==> src/rtl/kpn_fifo_channel.sv <==
// Single-clock KPN token FIFO with registered read data and registered status flags.
// Optional sticky overflow/underflow flags are built when KPN_FIFO_ERR_FLAGS_EN is defined.
module kpn_fifo_channel #(
  parameter int DATA_WIDTH = 16,
  parameter int DEPTH      = 8,
  parameter int ADDR_WIDTH = 3
) (
  input  logic                  clk,
  input  logic                  reset,
  input  logic                  wr_en,
  input  logic [DATA_WIDTH-1:0] data_in,
  output logic                  full,
  input  logic                  rd_en,
  output logic [DATA_WIDTH-1:0] data_out,
  output logic                  data_valid,
  output logic                  empty,
`ifdef KPN_FIFO_ERR_FLAGS_EN
  output logic                  overflow_err,
  output logic                  underflow_err,
`endif
  output logic [ADDR_WIDTH:0]   count
);

  // Handshake: a write is taken on an edge where wr_en=1 and full=0; a read is
  // taken where rd_en=1 and empty=0, and its token appears on data_out with a
  // one-cycle data_valid pulse after that edge. Rejected requests leave all state alone.

  localparam logic [ADDR_WIDTH:0] DEPTH_CNT = (ADDR_WIDTH+1)'(DEPTH);

  logic [DATA_WIDTH-1:0] mem [DEPTH];
  logic [ADDR_WIDTH-1:0] wr_ptr;
  logic [ADDR_WIDTH-1:0] rd_ptr;
  logic                  wr_acc;
  logic                  rd_acc;
  logic [ADDR_WIDTH:0]   count_nxt;

  always_comb begin
    wr_acc    = wr_en && !full;
    rd_acc    = rd_en && !empty;
    count_nxt = count;
    if (wr_acc && !rd_acc)
      count_nxt = count + 1'b1;
    else if (rd_acc && !wr_acc)
      count_nxt = count - 1'b1;
  end

  // Storage carries no reset; slots are only ever read after being written.
  always_ff @(posedge clk) begin
    if (wr_acc && !reset)
      mem[wr_ptr] <= data_in;
  end

  // Pointers are ADDR_WIDTH wide, so DEPTH being a power of two gives the wrap for free.
  always_ff @(posedge clk) begin
    if (reset) begin
      wr_ptr     <= '0;
      rd_ptr     <= '0;
      count      <= '0;
      empty      <= 1'b1;
      full       <= 1'b0;
      data_out   <= '0;
      data_valid <= 1'b0;
    end else begin
      data_valid <= rd_acc;
      if (wr_acc)
        wr_ptr <= wr_ptr + 1'b1;
      if (rd_acc) begin
        rd_ptr   <= rd_ptr + 1'b1;
        data_out <= mem[rd_ptr];
      end
      count <= count_nxt;
      empty <= (count_nxt == '0);
      full  <= (count_nxt == DEPTH_CNT);
    end
  end

`ifdef KPN_FIFO_ERR_FLAGS_EN
  always_ff @(posedge clk) begin
    if (reset) begin
      overflow_err  <= 1'b0;
      underflow_err <= 1'b0;
    end else begin
      if (wr_en && full)
        overflow_err <= 1'b1;
      if (rd_en && empty)
        underflow_err <= 1'b1;
    end
  end
`endif

endmodule

==> config.mk <==
export PLATFORM = sky130hd
export DESIGN_NAME = kpn_fifo_channel
export DESIGN_NICKNAME = d
export VERILOG_FILES = /design/src/rtl/kpn_fifo_channel.sv
export SDC_FILE = /design/constraint.sdc
export NUM_CORES = 1
export LEC_CHECK = 0
export CORE_MARGIN = 2
export CORE_UTILIZATION = 38
export CTS_CLUSTER_DIAMETER = 40
export DETAILED_ROUTE_END_ITERATION = 7
export PLACE_DENSITY_LB_ADDON = 0.2
export SKIP_LAST_GASP = 1
export SLEW_MARGIN = 20
export SYNTH_ARGS = -nofsm -noshare
export SYNTH_HDL_FRONTEND = slang
export SYNTH_SLANG_ARGS = --single-unit
export TNS_END_PERCENT = 100
==> constraint.sdc <==
create_clock -name clk -period 3.2 [get_ports clk]
set_clock_uncertainty 0.1 [all_clocks]
set_input_delay 0.32 -clock clk [delete_from_list [all_inputs] [get_ports clk]]
set_output_delay 0.32 -clock clk [all_outputs]
set_load 0.1 [all_outputs]
Yosys cells after proc, flatten, opt, wreduce, memory -nomap -nowiden. Memory sizes are Yosys's and may differ from the RTL's. A register that Yosys moved wholly into a read port is not among the register bits. Cells that the tools add are included.

Bits in registers: 13. Memory bits (writable): 128. Bits of input ports: 20. Memories: 1.

Memories: mem (words 8, bits a word 16, rd ports 1, clocked after memory_dff 1, wr ports 1, line 30) `logic [DATA_WIDTH-1:0] mem [DEPTH];`.

Add/sub/neg operators: 4. Equality and inequality tests: 1. Multiplexer cells: 4. Reductions and logical operators: 11.

Operator list (number): 4-bit 2-to-1 mux (2); 3-bit by 1-bit adder with 3-bit output, second input constant (2); 1-bit logical AND (5); 1-bit logical NOT (5); 4-bit by 1-bit adder with 4-bit output, second input constant (1); 4-bit equality test, second input constant (1); 4-bit logical NOT (1); 4-bit by 1-bit subtractor with 4-bit output, second input constant (1); 1-bit 2-to-1 mux (2).

Longest topological paths before layout.
Depth in word-level cells: 7. Mapped depth: 6.

Worst setup path after synthesis. OpenSTA, ideal clock, no wires.

Path kind: flip-flop to flip-flop. Start point: register full. End point: memory mem[0][0], enable pin. Setup time: 436 ps. Arrival time: 2829 ps. Required time: 2664 ps. Path slack: -165 ps. Cell stages (with the launch flop): 4. Buffers on the path: 1. Cells stage by stage: dfxtp_1 -> nand2b_1 -> buf_2 -> nor4b_1.

Cells in the longest elaborated chain, start to end: 5.

RTL lines: start: declaration (line 12) `output logic full,`; start signal: assignment (line 73) `full <= (count_nxt == DEPTH_CNT);`; 1-bit logical NOT (line 38) `wr_acc = wr_en && !full;`; 1-bit logical AND (line 38); 1-bit logical AND (line 49) `if (wr_acc && !reset)`; 1-bit 2-to-1 mux (line 49); 1-bit 2-to-1 mux (not written as such) (line 50) `mem[wr_ptr] <= data_in;`; end: declaration (line 30).

No other way between the ends.

Worst setup path in the final report.
Start point: register empty. End point: output port empty.

RTL lines: start: declaration (line 16) `output logic empty,`; start signal: assignment (line 72) `empty <= (count_nxt == '0);`.

No word-level cell between the ends.

==> results.py <==
metrics = {
    "timing": {
        "holdWs_ns": 0.400,
        "rsz0062_at_grt": "no",
        "postLayoutSetupSlackWorst_ns": 0.818,
        "max_slew_margin": 0.344,
        "setup_viol": 0,
        "final_hold_viol_count": 0,
        "tns_ns": 0,
        "fin_crit_sh": 0.744,
        "tightest_slew_ns": 0.981,
        "min_period_ns": 2.38,
        "drv_slew": 0,
        "clock.fmax_mhz": 420,
    },
    "worst_setup_path": {
        "cp_slowest_stage_delay_ns": 1.15,
        "crit_path_top_delay_cell": "clkdlybuf4s50_1",
        "worst-path-buf-inv": 1,
        "timing_worst_setup_path_type": "flip-flop to output port",
        "r2r_slack_ns": 1.18,
        "reg2reg_to": "data_out[4]$_SDFFE_PP0P_",
        "cp.arrival_ns": 1.96,
        "cp-end-kind": "output port",
        "rr_startpoint": "rd_ptr[0]$_SDFFE_PP0P_",
        "cp_max_fo": 3,
        "worstPathCellList": "clkdlybuf4s50_1",
        "critPathTopFamily": "buffers and inverters",
        "crit_path_start_kind": "flip-flop",
        "worst_ep_required_time_ns": 2.78,
        "ff2ff_path_depth": 4,
    },
    "global_routing": {
        "grt_first_pass_wirelength_um": 17800,
        "grt_use_total": 0.149,
        "grt-ovfl-total": 0,
        "grt_max_degree": 32,
        "grt_antenna_before_repair": 0,
        "grt_pass1_vias": 3092,
    },
    "pwr": {
        "powerDensity_mw_per_mm2": 730,
        "combPwrFrac": 0.198,
        "power.leakage_nw": 2.33,
        "p_sw_w": 0.00157,
        "power.internal_w": 0.00380,
        "clkPwrFrac": 0.354,
        "p_sw_frac": 0.292,
        "seqPwrFrac": 0.448,
        "peakVddDrop_v": 0.000367,
        "power_w": 0.00536,
    },
    "run_status": {
        "status": "completed",
    },
    "drt": {
        "drt-wirelength-per-cell_um": 18.9,
        "finalWirelength_um": 11600,
        "first_iter_violations": 233,
        "dr.pass1.iters": 4,
        "final_antenna_net_count": 0,
        "viasPerCell": 4.97,
        "drc": 0,
        "dr_total_vias": 3033,
    },
    "logic_synthesis": {
        "synth_top_cells_by_area": "edfxtp_1 64%, mux4_2 11%, dfxtp_1 9.6%",
        "yosysUniqueCellTypes": 34,
        "syn_nets": 345,
        "synth_top_area_cell": "edfxtp_1",
        "synth_top_area_frac": 0.636,
        "synthesis.area_mm2": 0.00604,
        "synth-warning-count": 0,
        "synth-seq-cells": 157,
        "syn_area_per_cell_um2": 18.8,
        "syn_inst": 321,
        "yosysSeqAreaShare": 0.732,
    },
    "floorplanning": {
        "fp-row-count": 46,
        "start_util": 0.385,
        "dieHeight_um": 130,
        "die-area_mm2": 0.0169,
        "die_w_um": 130,
        "coreArea_mm2": 0.0157,
        "pin_count": 43,
    },
    "layout": {
        "final_area_mm2": 0.00735,
        "drive_gt1_frac": 0.221,
        "final_common_cell": "edfxtp_1",
        "mostFrequentLayoutCells": "128 x edfxtp_1, 40 x clkdlybuf4s50_1, 32 x nor2_1",
        "register_area_mm2": 0.00443,
        "areaGrowthSynthToFinish_pct": 21.6,
        "multi_input_area_mm2": 0.00152,
        "num_antenna_cells": 0,
        "fillers": 1315,
        "final_nets": 405,
    },
    "place": {
        "place_ws_ns": 1.09,
        "dpl_cell_area_mm2": 0.00679,
        "io_buffer_count": 42,
        "hpwlAfterDp_um": 6930,
        "place_congestion": 0.747,
    },
    "worst_hold_path": {
        "min_from": "data_out[10]$_SDFFE_PP0P_",
        "holdPathEnd": "data_out[10]$_SDFFE_PP0P_",
        "min_path_cells": 2,
        "hold_class": "flip-flop to flip-flop",
    },
    "clock_tree": {
        "ctsHoldBuffers": 0,
        "cts_buffer_depth": 2,
        "clk_pin_slew_ns": 0.06,
        "h-tree-depth": 4,
        "cts-root-buf": "clkbuf_16",
        "post_cts_buffers": 0,
        "insertion_delay_ns": 0.42,
        "cts_tree": "built",
        "cts-resized-gates": 0,
        "numCtsBuffers": 17,
        "cts_sinks": 157,
    },
    "flow_run": {
        "max_cap_violations": 0,
    },
}
power groups by stage:
| stage | combinational (W) | sequential (W) | clock (W) |
|---|---|---|---|
| 2_1_floorplan | 0.000463 | 0.00282 | 0 |
| 5_1_grt | 0.00112 | 0.00242 | 0.00202 |
| 6_report | 0.00106 | 0.00240 | 0.00190 |
| 3_5_place_dp | 0.00107 | 0.00245 | 0 |
| 3_3_place_gp | 0.00106 | 0.00244 | 0 |
| 4_1_cts | 0.00107 | 0.00241 | 0.00193 |
tightest hold or removal path: stages (launching register included):
cell and delay, ns:
dfxtp_1 0.31, nor2_1 0.10, a211oi_1 0.05
area by class of cell:
class,instances,share of cell area
timing repair buffer,59,0.0773
inverter,2,0.00102
sequential,157,0.602
tap,216,0.0368
multi-input combinational,144,0.207
clock inverter,14,0.0174
clock buffer,18,0.0584
metal layers:
| layer | global-route usage | vias up | share of wire |
|---|---|---|---|
| met1 | 0.197 | 1542 | 0.45 |
| met4 | 0.0727 | 0 | 0.025 |
| met2 | 0.230 | 80 | 0.48 |
| met3 | 0.0398 | 22 | 0.046 |
| met5 | 0 | - | 0 |
| li1 | - | 1389 | - |
synthesized netlist by cell type, drive strengths merged:
master,count
edfxtp,128
nor2,33
mux4,32
dfxtp,29
a211oi,18
mux2i,16
buf,13
nand2,11
clkbuf,5
ha,4
xnor2,4
xor2,4
a21oi,3
nor3,3
inv,2
nand2b,2
nand3,2
a22o,1
a22oi,1
a31o,1
and2b,1
and4b,1
nand3b,1
nor2b,1
nor4,1
nor4b,1
o21ai,1
o22ai,1
or3,1
cells by family after synthesis:
family,after synthesis,share of synthesized area
flops,157,0.732
simple gates,58,0.0435
mux,48,0.148
compound gates,26,0.0327
buf+inv,20,0.0244
xor+xnor,8,0.0116
fa+ha+maj,4,0.00828
per-stage QoR:
step | utilization | cells
3_3_place_gp | 0.432 | 578
5_1_grt | 0.468 | 610
6_report | 0.468 | 610
4_1_cts | 0.468 | 610
2_1_floorplan | - | 321
3_5_place_dp | 0.432 | 578
flip-flops by register name (all words and copies together), names as in the netlist:
name,count
mem,128
data_out,16
count,4
rd_ptr,3
wr_ptr,3
data_valid,1
empty,1
full,1
how the worst max path moves through the flow:
stage | start | end | slack [ns] | depth (start not counted)
after CTS | empty$_SDFF_PP1_ | empty | 0.80 | 1
final | empty$_SDFF_PP1_ | empty | 0.82 | 1
after floorplan | full$_SDFF_PP0_ | mem[1][0]$_DFFE_PP_ | 0.44 | 3
after global placement | reset | mem[4][6]$_DFFE_PP_ | 1.09 | 4
after global routing | empty$_SDFF_PP1_ | empty | 0.75 | 1
after detailed placement | wr_en | mem[0][14]$_DFFE_PP_ | 1.09 | 4
Note: power is estimated with default switching activity, not from simulation.
